<file path="config.mk">
export PLATFORM = sky130hd
export DESIGN_NAME = video_pattern_gen
export DESIGN_NICKNAME = d
export VERILOG_FILES = /design/src/rtl/video_pkg.sv /design/src/rtl/video_timing_cnt.sv /design/src/rtl/video_pattern_gen.sv
export SDC_FILE = /design/constraint.sdc
export NUM_CORES = 1
export LEC_CHECK = 0
export BUFFER_PORTS_ARGS = -buffer_cell sky130_fd_sc_hd__buf_2
export CELL_PAD_IN_SITES_DETAIL_PLACEMENT = 0
export CELL_PAD_IN_SITES_GLOBAL_PLACEMENT = 1
export CORE_MARGIN = 2
export CORE_UTILIZATION = 44
export DETAILED_ROUTE_END_ITERATION = 6
export GPL_TIMING_DRIVEN = 0
export PLACE_DENSITY = 0.86
export SLEW_MARGIN = 10
export SYNTH_ARGS = -nofsm -noshare
export SYNTH_HDL_FRONTEND = slang
export SYNTH_SLANG_ARGS = --single-unit
</file>
<file path="constraint.sdc">
create_clock -name clk -period 3.5 [get_ports clk]
set_clock_uncertainty 0.1 [all_clocks]
set_input_delay 0.175 -clock clk [delete_from_list [all_inputs] [get_ports clk]]
set_output_delay 0.175 -clock clk [all_outputs]
set_load 0.02 [all_outputs]
</file>
<file path="src/rtl/video_pkg.sv">
// ---------------------------------------------------------------------------
// video_pkg
// Shared definitions for the video test-pattern transmitter:
//   - default raster timing constants (1280x720 style timing)
//   - counter width
//   - pattern selector enum and controller state enum
//   - pattern_pixel(): luma value for one active pixel
// ---------------------------------------------------------------------------
package video_pkg;

  localparam int unsigned CNT_W = 12;

  // Default raster timing (clocks per horizontal region, lines per vertical region)
  localparam int H_ACTIVE_DEF = 1280;
  localparam int H_FP_DEF     = 110;
  localparam int H_SYNC_DEF   = 40;
  localparam int H_BP_DEF     = 220;
  localparam int V_ACTIVE_DEF = 720;
  localparam int V_FP_DEF     = 5;
  localparam int V_SYNC_DEF   = 5;
  localparam int V_BP_DEF     = 20;
  localparam int IMP_X_DEF    = 640;
  localparam int IMP_Y_DEF    = 360;

  typedef enum logic [1:0] {
    PAT_HRAMP   = 2'd0,
    PAT_VRAMP   = 2'd1,
    PAT_CHECK   = 2'd2,
    PAT_IMPULSE = 2'd3
  } pat_e;

  typedef enum logic [1:0] {
    ST_IDLE  = 2'd0,
    ST_RUN   = 2'd1,
    ST_DRAIN = 2'd2
  } state_e;

  // Luma for an active pixel at (x, y). imp_hit flags the impulse location,
  // which is decoded by the caller because it depends on module parameters.
  function automatic logic [7:0] pattern_pixel(input pat_e             pat,
                                               input logic [CNT_W-1:0] x,
                                               input logic [CNT_W-1:0] y,
                                               input logic             imp_hit);
    logic [7:0] pix;
    case (pat)
      PAT_HRAMP:   pix = x[7:0];
      PAT_VRAMP:   pix = y[7:0];
      PAT_CHECK:   pix = (x[3] ^ y[3]) ? 8'hFF : 8'h00;
      PAT_IMPULSE: pix = imp_hit ? 8'hFF : 8'h00;
      default:     pix = 8'h00;
    endcase
    return pix;
  endfunction

endpackage

</file>
<file path="src/rtl/video_timing_cnt.sv">
// ---------------------------------------------------------------------------
// video_timing_cnt
// Horizontal/vertical raster position counters with region decode.
// Region order on both axes: active, front porch, sync, back porch.
//
// Ports
//   clk          in   pixel clock
//   rst          in   synchronous reset, active-high (counters to 0)
//   clear_i      in   force counters to (0,0) on the next clock
//   adv_i        in   advance the raster position by one pixel
//   hcnt_o       out  current pixel index within the line
//   vcnt_o       out  current line index within the frame
//   h_act_o      out  hcnt in active region
//   v_act_o      out  vcnt in active region
//   hs_o         out  hcnt in horizontal sync region
//   vs_o         out  vcnt in vertical sync region (whole line)
//   frame_end_o  out  position is the last pixel of the frame
// ---------------------------------------------------------------------------
module video_timing_cnt
  import video_pkg::*;
#(
  parameter int H_ACTIVE = H_ACTIVE_DEF,
  parameter int H_FP     = H_FP_DEF,
  parameter int H_SYNC   = H_SYNC_DEF,
  parameter int H_BP     = H_BP_DEF,
  parameter int V_ACTIVE = V_ACTIVE_DEF,
  parameter int V_FP     = V_FP_DEF,
  parameter int V_SYNC   = V_SYNC_DEF,
  parameter int V_BP     = V_BP_DEF
) (
  input  logic             clk,
  input  logic             rst,
  input  logic             clear_i,
  input  logic             adv_i,
  output logic [CNT_W-1:0] hcnt_o,
  output logic [CNT_W-1:0] vcnt_o,
  output logic             h_act_o,
  output logic             v_act_o,
  output logic             hs_o,
  output logic             vs_o,
  output logic             frame_end_o
);

  localparam int H_TOTAL = H_ACTIVE + H_FP + H_SYNC + H_BP;
  localparam int V_TOTAL = V_ACTIVE + V_FP + V_SYNC + V_BP;

  localparam logic [CNT_W-1:0] H_LAST     = CNT_W'(H_TOTAL - 1);
  localparam logic [CNT_W-1:0] V_LAST     = CNT_W'(V_TOTAL - 1);
  localparam logic [CNT_W-1:0] H_ACT_END  = CNT_W'(H_ACTIVE);
  localparam logic [CNT_W-1:0] V_ACT_END  = CNT_W'(V_ACTIVE);
  localparam logic [CNT_W-1:0] HS_START   = CNT_W'(H_ACTIVE + H_FP);
  localparam logic [CNT_W-1:0] HS_END     = CNT_W'(H_ACTIVE + H_FP + H_SYNC);
  localparam logic [CNT_W-1:0] VS_START   = CNT_W'(V_ACTIVE + V_FP);
  localparam logic [CNT_W-1:0] VS_END     = CNT_W'(V_ACTIVE + V_FP + V_SYNC);

  logic [CNT_W-1:0] hcnt_q, hcnt_d;
  logic [CNT_W-1:0] vcnt_q, vcnt_d;
  logic             h_wrap;
  logic             v_wrap;

  assign h_wrap = (hcnt_q == H_LAST);
  assign v_wrap = (vcnt_q == V_LAST);

  always_comb begin
    hcnt_d = hcnt_q;
    vcnt_d = vcnt_q;
    if (clear_i) begin
      hcnt_d = '0;
      vcnt_d = '0;
    end else if (adv_i) begin
      if (h_wrap) begin
        hcnt_d = '0;
        // vcnt only moves when the line wraps
        vcnt_d = v_wrap ? '0 : vcnt_q + 1'b1;
      end else begin
        hcnt_d = hcnt_q + 1'b1;
      end
    end
  end

  always_ff @(posedge clk) begin
    if (rst) begin
      hcnt_q <= '0;
      vcnt_q <= '0;
    end else begin
      hcnt_q <= hcnt_d;
      vcnt_q <= vcnt_d;
    end
  end

  assign hcnt_o      = hcnt_q;
  assign vcnt_o      = vcnt_q;
  assign h_act_o     = (hcnt_q < H_ACT_END);
  assign v_act_o     = (vcnt_q < V_ACT_END);
  assign hs_o        = (hcnt_q >= HS_START) && (hcnt_q < HS_END);
  assign vs_o        = (vcnt_q >= VS_START) && (vcnt_q < VS_END);
  assign frame_end_o = h_wrap && v_wrap;

endmodule

</file>
<file path="src/rtl/video_pattern_gen.sv">
// ---------------------------------------------------------------------------
// video_pattern_gen
// Raster timing + 8-bit luma test-pattern source feeding the line-buffer /
// 5x5 FIR input port. Includes a single-pixel impulse pattern so the filter's
// impulse response can be observed in hardware.
//
// Ports
//   clk          in   pixel clock
//   rst          in   synchronous reset, active-high; aborts mid-frame
//   enable       in   run request, level-sensitive
//   pattern_sel  in   0 h-ramp, 1 v-ramp, 2 checker, 3 impulse
//                     (taken only at the first pixel of a frame)
//   y_o          out  luma, 0 whenever dv_o=0
//   dv_o         out  active-video qualifier
//   hs_o         out  horizontal sync, active-high
//   vs_o         out  vertical sync, active-high
//   frame_done   out  one-cycle pulse for the last pixel of each frame
//   busy         out  controller not idle
//
// Handshake: there is no back-pressure. The stream is a free-running
// valid-only interface: a pixel is transferred on every clock with dv_o=1.
//
// Controller: IDLE -> RUN on enable. RUN -> DRAIN when enable drops; DRAIN
// finishes the current frame and returns to IDLE at the last pixel, or goes
// back to RUN (frame continues uninterrupted) if enable returns first.
// All stream outputs are registered and lag the raster position by one clock.
// ---------------------------------------------------------------------------
module video_pattern_gen
  import video_pkg::*;
#(
  parameter int H_ACTIVE = H_ACTIVE_DEF,
  parameter int H_FP     = H_FP_DEF,
  parameter int H_SYNC   = H_SYNC_DEF,
  parameter int H_BP     = H_BP_DEF,
  parameter int V_ACTIVE = V_ACTIVE_DEF,
  parameter int V_FP     = V_FP_DEF,
  parameter int V_SYNC   = V_SYNC_DEF,
  parameter int V_BP     = V_BP_DEF,
  parameter int IMP_X    = IMP_X_DEF,
  parameter int IMP_Y    = IMP_Y_DEF
) (
  input  logic       clk,
  input  logic       rst,
  input  logic       enable,
  input  logic [1:0] pattern_sel,
  output logic [7:0] y_o,
  output logic       dv_o,
  output logic       hs_o,
  output logic       vs_o,
  output logic       frame_done,
  output logic       busy
);

  localparam logic [CNT_W-1:0] IMP_X_C = CNT_W'(IMP_X);
  localparam logic [CNT_W-1:0] IMP_Y_C = CNT_W'(IMP_Y);

  state_e state_q;
  pat_e   pat_q;

  logic [CNT_W-1:0] hcnt;
  logic [CNT_W-1:0] vcnt;
  logic             h_act;
  logic             v_act;
  logic             hs_raw;
  logic             vs_raw;
  logic             frame_end;

  logic             running;
  logic             at_origin;
  logic             latch_pat;
  pat_e             pat_cur;
  logic             imp_hit;

  logic [7:0]       y_q, y_d;
  logic             dv_q, dv_d;
  logic             hs_q, hs_d;
  logic             vs_q, vs_d;
  logic             fd_q, fd_d;

  // -------------------------------------------------------------------------
  // Raster position
  // -------------------------------------------------------------------------
  video_timing_cnt #(
    .H_ACTIVE (H_ACTIVE),
    .H_FP     (H_FP),
    .H_SYNC   (H_SYNC),
    .H_BP     (H_BP),
    .V_ACTIVE (V_ACTIVE),
    .V_FP     (V_FP),
    .V_SYNC   (V_SYNC),
    .V_BP     (V_BP)
  ) u_timing (
    .clk         (clk),
    .rst         (rst),
    .clear_i     (state_q == ST_IDLE),
    .adv_i       (running),
    .hcnt_o      (hcnt),
    .vcnt_o      (vcnt),
    .h_act_o     (h_act),
    .v_act_o     (v_act),
    .hs_o        (hs_raw),
    .vs_o        (vs_raw),
    .frame_end_o (frame_end)
  );

  // -------------------------------------------------------------------------
  // Pattern selection
  // -------------------------------------------------------------------------
  assign running   = (state_q != ST_IDLE);
  assign at_origin = (hcnt == '0) && (vcnt == '0);

  // A new pattern is accepted only at the first pixel of a frame in RUN.
  // That first pixel already uses the new selection, so bypass the latch.
  assign latch_pat = (state_q == ST_RUN) && at_origin;
  assign pat_cur   = latch_pat ? pat_e'(pattern_sel) : pat_q;
  assign imp_hit   = (hcnt == IMP_X_C) && (vcnt == IMP_Y_C);

  // -------------------------------------------------------------------------
  // Next output values for the current raster position
  // -------------------------------------------------------------------------
  always_comb begin
    dv_d = running && h_act && v_act;
    y_d  = dv_d ? pattern_pixel(pat_cur, hcnt, vcnt, imp_hit) : 8'h00;
    hs_d = running && hs_raw;
    vs_d = running && vs_raw;
    fd_d = running && frame_end;
  end

  // -------------------------------------------------------------------------
  // Controller FSM, pattern latch and output registers
  // -------------------------------------------------------------------------
  always_ff @(posedge clk) begin
    if (rst) begin
      state_q <= ST_IDLE;
      pat_q   <= PAT_HRAMP;
      y_q     <= 8'h00;
      dv_q    <= 1'b0;
      hs_q    <= 1'b0;
      vs_q    <= 1'b0;
      fd_q    <= 1'b0;
    end else begin
      case (state_q)
        ST_IDLE: begin
          if (enable) state_q <= ST_RUN;
        end
        ST_RUN: begin
          if (!enable) state_q <= ST_DRAIN;
        end
        ST_DRAIN: begin
          // Finishing the frame takes priority over a returning enable.
          if (frame_end)   state_q <= ST_IDLE;
          else if (enable) state_q <= ST_RUN;
        end
        default: state_q <= ST_IDLE;
      endcase

      if (latch_pat) pat_q <= pat_e'(pattern_sel);

      y_q  <= y_d;
      dv_q <= dv_d;
      hs_q <= hs_d;
      vs_q <= vs_d;
      fd_q <= fd_d;
    end
  end

  assign y_o        = y_q;
  assign dv_o       = dv_q;
  assign hs_o       = hs_q;
  assign vs_o       = vs_q;
  assign frame_done = fd_q;
  assign busy       = (state_q != ST_IDLE);

endmodule

</file>
# Yosys cells after proc, flatten, opt, wreduce, memory -nomap -nowiden
# Cells that the tools add are included.
# totals
in_bits	5
wordCells	58
output_inout_bits	13
register_bits	40
# op_classes
n_mux	10
bitwise	2
n_eq_ne	10
n_addsub	2
n_lt_le_gt_ge	6
reduce_logical	19
# op_table
operator	n
8-bit case mux with 4 select lines	1
12-bit by 1-bit adder with 12-bit output, second input constant	2
12-bit by 10-bit == test with 1-bit output, second input constant	2
12-bit zero test	2
12-bit by 10-bit < comparator with 1-bit output, second input constant	2
12-bit by 11-bit < comparator with 1-bit output, second input constant	2
12-bit two-way mux	2
8-bit two-way mux	2
12-bit by 11-bit == test with 1-bit output, second input constant	1
12-bit by 9-bit == test with 1-bit output, second input constant	1
12-bit by 10-bit greater-or-equal comparator with 1-bit output, second input constant	1
12-bit by 11-bit greater-or-equal comparator with 1-bit output, second input constant	1
1-bit logical AND	11
2-bit two-way mux	4
2-bit == test, second input constant	3
2-bit case mux with 3 select lines	1
2-bit by 1-bit == test with 1-bit output, second input constant	2
2-bit zero test	2
2-bit OR reduction	2
2-bit inequality test, second input constant	1
2-bit AND reduction	1
2-bit nonzero test	1
1-bit inverter	1
1-bit XOR	1

# Longest topological paths before layout
# Gate-level depths: netlist of run 1.
# depth
depth_word	6
mapped_depth	9
mapped_depth_nobuf	8

# By module
# From an unflattened synthesis of run 1, not the netlist that was laid out.
# hier_totals
cells_unflattened	261
hier_area_um2	2150.8
# modules_own_cells
module	cells_per_inst	area_each_um2	instances
video_timing_cnt	180	1453.9	1
video_pattern_gen	81	696.9	1

# Worst setup path before layout of run 1
# OpenSTA, ideal clock, no wires.
# synth_path
kind	register to register
from	register u_timing.hcnt_q[3] (netlist: u_timing.hcnt_o[3])
to	register u_timing.vcnt_q[10] (netlist: u_timing.vcnt_o[10])
t_required_ns	3.276
path_stages_with_launch	9
arrival_time_ns	2.275
path_slack_ns	1.001
cell_sequence	dfxtp_1 > buf_6 > or4_4 > or4_4 > buf_6 > or3_4 > nor3_4 > xnor2_1 > nor2_1
# synth_between
elab_chain_len	2
# synth_rtl
element	line_no	source
start, declared	video_timing_cnt.sv:56	logic [CNT_W-1:0] hcnt_q, hcnt_d;
start signal, assigned	video_timing_cnt.sv:86	hcnt_q <= hcnt_d;
12-bit by 11-bit == test with 1-bit output	video_timing_cnt.sv:61	assign h_wrap = (hcnt_q == H_LAST);
2-bit AND reduction (no source line)	-	
end signal, assigned	video_timing_cnt.sv:87	vcnt_q <= vcnt_d;
end, declared	video_timing_cnt.sv:57	logic [CNT_W-1:0] vcnt_q, vcnt_d;
# No other way between the ends.
# A chain may end at the register's enable or synchronous reset.

# Worst setup path after layout of run 1
# layout_path
from	register u_timing.vcnt_q[0] (netlist: u_timing.vcnt_o[0])
to	register y_q[4] (netlist: y_o[4])
# layout_between
elab_chain_len	6
word_cells_on_any_way	16
classes_between	order compare (1); eq/ne (4); mux (3); bitwise (1); reduce/logical (7)
# layout_rtl
element	line_no	source
12-bit zero test	video_pattern_gen.sv:110	assign at_origin = (hcnt == '0) && (vcnt == '0);
1-bit logical AND	video_pattern_gen.sv:110	
1-bit logical AND	video_pattern_gen.sv:114	assign latch_pat = (state_q == ST_RUN) && at_origin;
2-bit two-way mux	-	
2-bit == test, or another cell as far along	video_pkg.sv:45	case (pat)
8-bit case mux with 4 select lines	video_pkg.sv:45	
end signal, assigned	video_pattern_gen.sv:159	y_q <= y_d;
end, declared	video_pattern_gen.sv:74	logic [7:0] y_q, y_d;
# Several ways; a longest one is shown, not always the timed one.

==> results.md, run 1 <==
- Worst-path maximum fanout: 8
- IO buf count: 17
- Vias in the first global route: 1,509
- Dominant cell type by area after synthesis: dfxtp_1
- Post-CTS Repair Setup Buffers: 0
- Post-Synthesis Cells: 220
- WP data arrival: 2990 ps
- FP Rows: 24
- Max clock buf depth: 2
- Number of max-cap violations: 0
- TritonCTS Buffers: 5
- CORE AREA: 4260 um2
- Initial Util: 45.0%
- Synth top area cells: dfxtp_1 42%, nor2_1 7.4%, xor2_1 5.5%, ha_1 4.6%, a221o_1 4.2%
- Clock root buffer: clkbuf_8
- Net Switching: 0.180 mW
- Syn_nets: 232
- Fmax achieved: 0.350 GHz
- H-tree levels: 2
- Mapped Area: 1920 um2
- Slew @ Worst Pin: 837 ps
- Fin cells: 298
- Main synth FF type: dfxtp_1
- Run status: finished, final reports clean
- Synth unique cells: 37
- Final Critical Period: 2860 ps
- Static leakage: 0.856 nW
- Hold Path Class: in -> reg
- Vias/cell: 5.41
- WHS: 20.0 ps
- Post-synthesis compound-gate area fraction: 10.1%
- Part of the power in the clock network: 42.0%
- Area of the die: 4910 um2
- Worst skew pair latency: 290 ps
- Post-Place Cells: 289
- Post-synthesis mux area share: 1.04%
- Largest net degree at the start of global routing: 13
- Seq pwr share: 53.6%
- Final setup fails: 0
- First-pass GRT wire length: 7220 um
- Via count: 1,611
- # diodes: 0
- Final count of pins violating max slew: 0
- CP Capture Type: register
- Sw frac: 20.9%
- Area share of xor/xnor cells in the synthesized design: 9.12%
- WP data required: 3630 ps
- Pwr/cell area: 394 nW/um2
- Total negative slack: 0 ps
- Share of cells above drive strength 1: 13.4%
- Die Span Y: 70.1 um
- Adder-Cell Fraction of Synth Area: 4.56%
- Num Clock Sinks: 40
- Main combinational cell family by area after synthesis: simple AND/OR/NAND/NOR gates
- Final-report hold violation count: 0
- TritonRoute pass-1 iters: 4
- All-Layer GR Usage: 18.8%
- Die W: 70.1 um
- Clk pin slew, worst setup/hold paths: 70 ps
- Fillers: 436
- Nets@finish: 257
- Seq cells post-synth: 40
- Routed len/inst: 13.8 um
- Initial antenna violation count: 0
- DRT Wirelength: 4120 um
- Seq/Total Area, Yosys: 41.7%
- Avg Cell Area, Syn: 8.73 um2
- Syn-to-layout area delta: 13.9%
- Max_slew headroom: 43.7%
- CTS tree: yes
- Internal power: 0.683 mW
- Max IR drop VDD: 176 uV
- Residual DRC: 0
- Share of the synthesized area in the top cell type: 41.7%
- Setup CP Type: reg -> reg
- RSZ-0062 raised after global routing: no
- GRT overflow: 0
- DR iter-0 viols: 105
- YS warnings: 0
- Post-synth EDFFs: 0
- Synth Area in Simple Gates: 29.6%
- Detail Route Antenna Nets: 0
- Async set-reset flop share out of synthesis: 0%
- I/O pins: 18
- Period utilization: 81.7%
- Post-DP HPWL: 3060 um
- Combinational share of power: 4.5%
- Critical path startpoint category: register
- GP Congestion: 0.812
[cell type report]
type | instances | area (um2) | share of cell area, %
plain buffers | 7 | 41.3 | 1.89
clock buffers | 6 | 72.6 | 3.32
flip-flops and latches | 40 | 801 | 36.6
multi-input cells | 164 | 1040 | 47.7
repair buffers | 18 | 95.1 | 4.35
clock inverters | 2 | 35.0 | 1.60
inverters | 9 | 33.8 | 1.54
well taps | 52 | 65.1 | 2.97
[flip-flops by register name, summed over array words and instances, names as in the netlist]
register	cells
u_timing.vcnt_o	12
u_timing.hcnt_o	12
hs_o	1
y_o	8
dv_o	1
state_q	2
pat_q	2
vs_o	1
frame_done	1
[power groups by stage]
stage               clock network (mW)  registers, mW  logic (mW)
global placement                     0          0.473      0.0372
detailed placement                   0          0.473      0.0377
finish                           0.362          0.462      0.0386
CTS                              0.372          0.462      0.0386
floorplan                            0          0.474      0.0232
global route                     0.396          0.463      0.0436
[repair_timing]
| item | CTS | global route |
|---|---|---|
| hold buffers | 1 | 0 |
| endpoints found under the hold margin | 1 | 0 |
| gates resized for setup | 0 | 0 |
[cell usage in the layout, fill, tap and decap left out, drive strengths merged, types with 2 or more instances in the layout]
cell    count
a21oi       8
o21ai       7
and3        6
nor3        9
nand2b      3
nand3       9
dfxtp      40
clkbuf     11
xor2       12
ha          7
or4         3
inv         9
mux2i       2
nor4        3
nand3b      3
nand2      16
nor2       38
buf        19
or3         5
nand4       5
a221o       8
xnor2       8
nor2b       2
[critical path: stages (launching register included)]
cell and delay, ps:
dfxtp_1 370, inv_1 140, ha_1 160, nor4bb_1 320, nand4_1 250, nor3_2 500
mux2i_1 210, a221oi_2 560, a221o_1 190
[metal layers]
layer | GRT usage (%) | part of all wire (%)
met1 | 24.3 | 48
met5 | 0 | 0
met3 | 4.76 | 4.6
met4 | 6.84 | 1.5
met2 | 30.3 | 46
[cell usage after synthesis (2+ instances only)]
master    instances
nand3_1           9
clkbuf_1          5
nor2_1           38
a21oi_1           8
o21ai_0           7
nand2_1          16
ha_1              7
or3_1             4
nor4_1            3
or4_4             2
a221o_1           8
and3_1            6
nand2b_1          3
xor2_1           12
dfxtp_1          40
nor2b_1           2
nand3b_1          3
buf_6             2
inv_1             9
xnor2_1           8
nand4_1           5
nor3_1            7
mux2i_1           2
[final timing paths]
check	from	to	slack [ps]	cells after the start
max	u_timing.vcnt_o[0]	y_o[4]	640	8
min	rst	state_q[1]	20	2
max reg2reg	u_timing.vcnt_o[0]	y_o[4]	640	8
min reg2reg	u_timing.hcnt_o[0]	u_timing.hcnt_o[0]	430	1
[cells by family (layout without fill, tap and decap cells)]
group	Yosys count	after routing
compound gates	27	27
mux	2	2
buf+inv	16	42
fa+ha+maj	7	7
xor+xnor	20	20
flops	40	40
simple gates	108	108
[stage by stage]
step	setup slack, ps	power, mW	util [%]	instance area (um2)
after floorplan	1000	0.497	-	1920
after global placement	704	0.510	48.6	2070
after detailed placement	664	0.511	48.6	2070
after CTS	644	0.872	51.3	2190
after global routing	359	0.902	51.3	2190
final	641	0.863	51.3	2190
Note: power is estimated with default switching activity, not from simulation.
==> inputs of run 2 (changes only) <==
Clock period 3.5 ns to 2.65 ns, I/O delays scaled along.
==> results.md, run 2 (synthesis results as in run 1) <==
- DRT Wirelength: 4280 um
- Max clock buf depth: 2
- Final Critical Period: 2540 ps
- GP Congestion: 0.812
- CORE AREA: 4260 um2
- Largest net degree at the start of global routing: 13
- Fmax achieved: 0.393 GHz
- Crit-path cells: or4_4, or4_4, or3_4, nor3_4, xnor2_1, nor2_1
- Static leakage: 0.901 nW
- WP data arrival: 2610 ps
- Nets@finish: 263
- Clock root buffer: clkbuf_8
- Sw frac: 21.3%
- Hold Path Class: in -> reg
- Worst reg-to-reg path cell count: 6
- TritonRoute pass-1 iters: 4
- Worst-path maximum fanout: 9
- Crit-path max cell delay: 590 ps
- FP Rows: 24
- Die Span Y: 70.1 um
- Die W: 70.1 um
- Post-DP HPWL: 3060 um
- Share of cells above drive strength 1: 18.7%
- Run status: finished, final reports clean
- Num Clock Sinks: 40
- Worst hold stages: 3
- CTS tree: yes
- Fin cells: 304
- Area of the die: 4910 um2
- Final count of pins violating max slew: 0
- Slew @ Worst Pin: 827 ps
- Number of max-cap violations: 0
- Net Switching: 0.246 mW
- Most frequent cells in the layout: 38 x nor2_1, 38 x dfxtp_1, 17 x buf_2, 16 x nand2_1, 12 x xor2_1
- Seq pwr share: 52.8%
- Pwr Total: 1.16 mW
- CP max stage cell: or4_4
- Worst skew pair latency: 290 ps
- Internal power: 0.911 mW
- Initial antenna violation count: 0
- CP Capture Type: register
- RSZ-0062 raised after global routing: no
- Part of the power in the clock network: 41.5%
- WP data required: 2720 ps
- Clk pin slew, worst setup/hold paths: 70 ps
- Vias/cell: 5.39
- Final setup fails: 0
- Initial Util: 45.0%
- First-pass GRT wire length: 7370 um
- TritonCTS Buffers: 5
- GRT overflow: 0
- Period utilization: 96.0%
- All-Layer GR Usage: 19.2%
- Combinational share of power: 5.6%
- Detail Route Antenna Nets: 0
- Final-report hold violation count: 0
- Vias in the first global route: 1,526
- Via count: 1,638
- Pwr/cell area: 506 nW/um2
- Max_slew headroom: 44.3%
- # diodes: 0
- Critical path startpoint category: register
- Syn-to-layout area delta: 19.0%
- Residual DRC: 0
- H-tree levels: 2
- I/O pins: 18
- Post-Place Cells: 289
- Crit path top cell by count: or4_4
- DR iter-0 viols: 117
- Max IR drop VDD: 233 uV
- Setup CP Type: reg -> reg
- IO buf count: 17
- Routed len/inst: 14.1 um
run 2: cell count changes in the layout (fill, tap and decap cells not counted), sizes merged:
cell / before / now
buf: 19 / 24
dlygate4sd3: 1 / 2
run 2: timing repair:
action / CTS / global route
hold buffers: 2 / 0
hold endpoints to repair: 4 / 0
resized for setup: 3 / 9
buffers inserted: 2 / 5
pin swaps: 2 / 8
endpoints found under the setup margin: 8 / 18
cloned: 0 / 0
run 2: cell type report:
cell class,instances,area (um2)
Buffer,5,18.8
Clock buffer,6,72.6
Clock inverter,2,35.0
Fill cell,428,1980
Inverter,9,33.8
Multi-Input combinational cell,164,1100
Sequential cell,40,803
Tap cell,52,65.1
Timing Repair Buffer,26,158
run 2: per-stage QoR:
stage               setup slack, ps  hold slack, ps  instance area, um2  utilization (%)  TNS, ps
floorplan                       151             105                1920                -        0
global placement               -146             220                2070             48.6    -1140
detailed placement             -186             223                2070             48.6    -1410
CTS                            7.62            37.7                2230             52.4        0
global route                   7.88            65.6                2290             53.6        0
finish                          107            58.3                2290             53.6        0
run 2: power groups by stage:
stage                     Sequential [mW]  Clock, mW  Combinational, mW
after floorplan                     0.625          0             0.0306
after global placement              0.625          0             0.0492
after detailed placement            0.625          0             0.0498
after CTS                           0.611      0.491             0.0581
after global routing                0.612      0.522             0.0719
final                               0.611      0.480             0.0652
run 2: path summary, 6_finish.rpt:
path	start	end	slack, ps
worst max-delay path	u_timing.hcnt_o[3]	u_timing.vcnt_o[10]	110
worst min-delay path	pattern_sel[1]	pat_q[1]	60
worst max register to register	u_timing.hcnt_o[3]	u_timing.vcnt_o[10]	110
worst min register to register	u_timing.vcnt_o[11]	u_timing.vcnt_o[11]	430
run 2: metal layers:
metal  up-vias  wire (um)  GRT usage [%]
met5         -          0              0
met4         0         63           6.84
met3         5        136           4.76
met2        27       2030           31.1
met1       781       2060           24.8
li1        825          -              -
run 2: worst max-delay path: cells and delay by family, from the launching register on:
kind	cells	cell delay [ps]
simple gates	5	1800
flops	1	390
xor+xnor	1	130
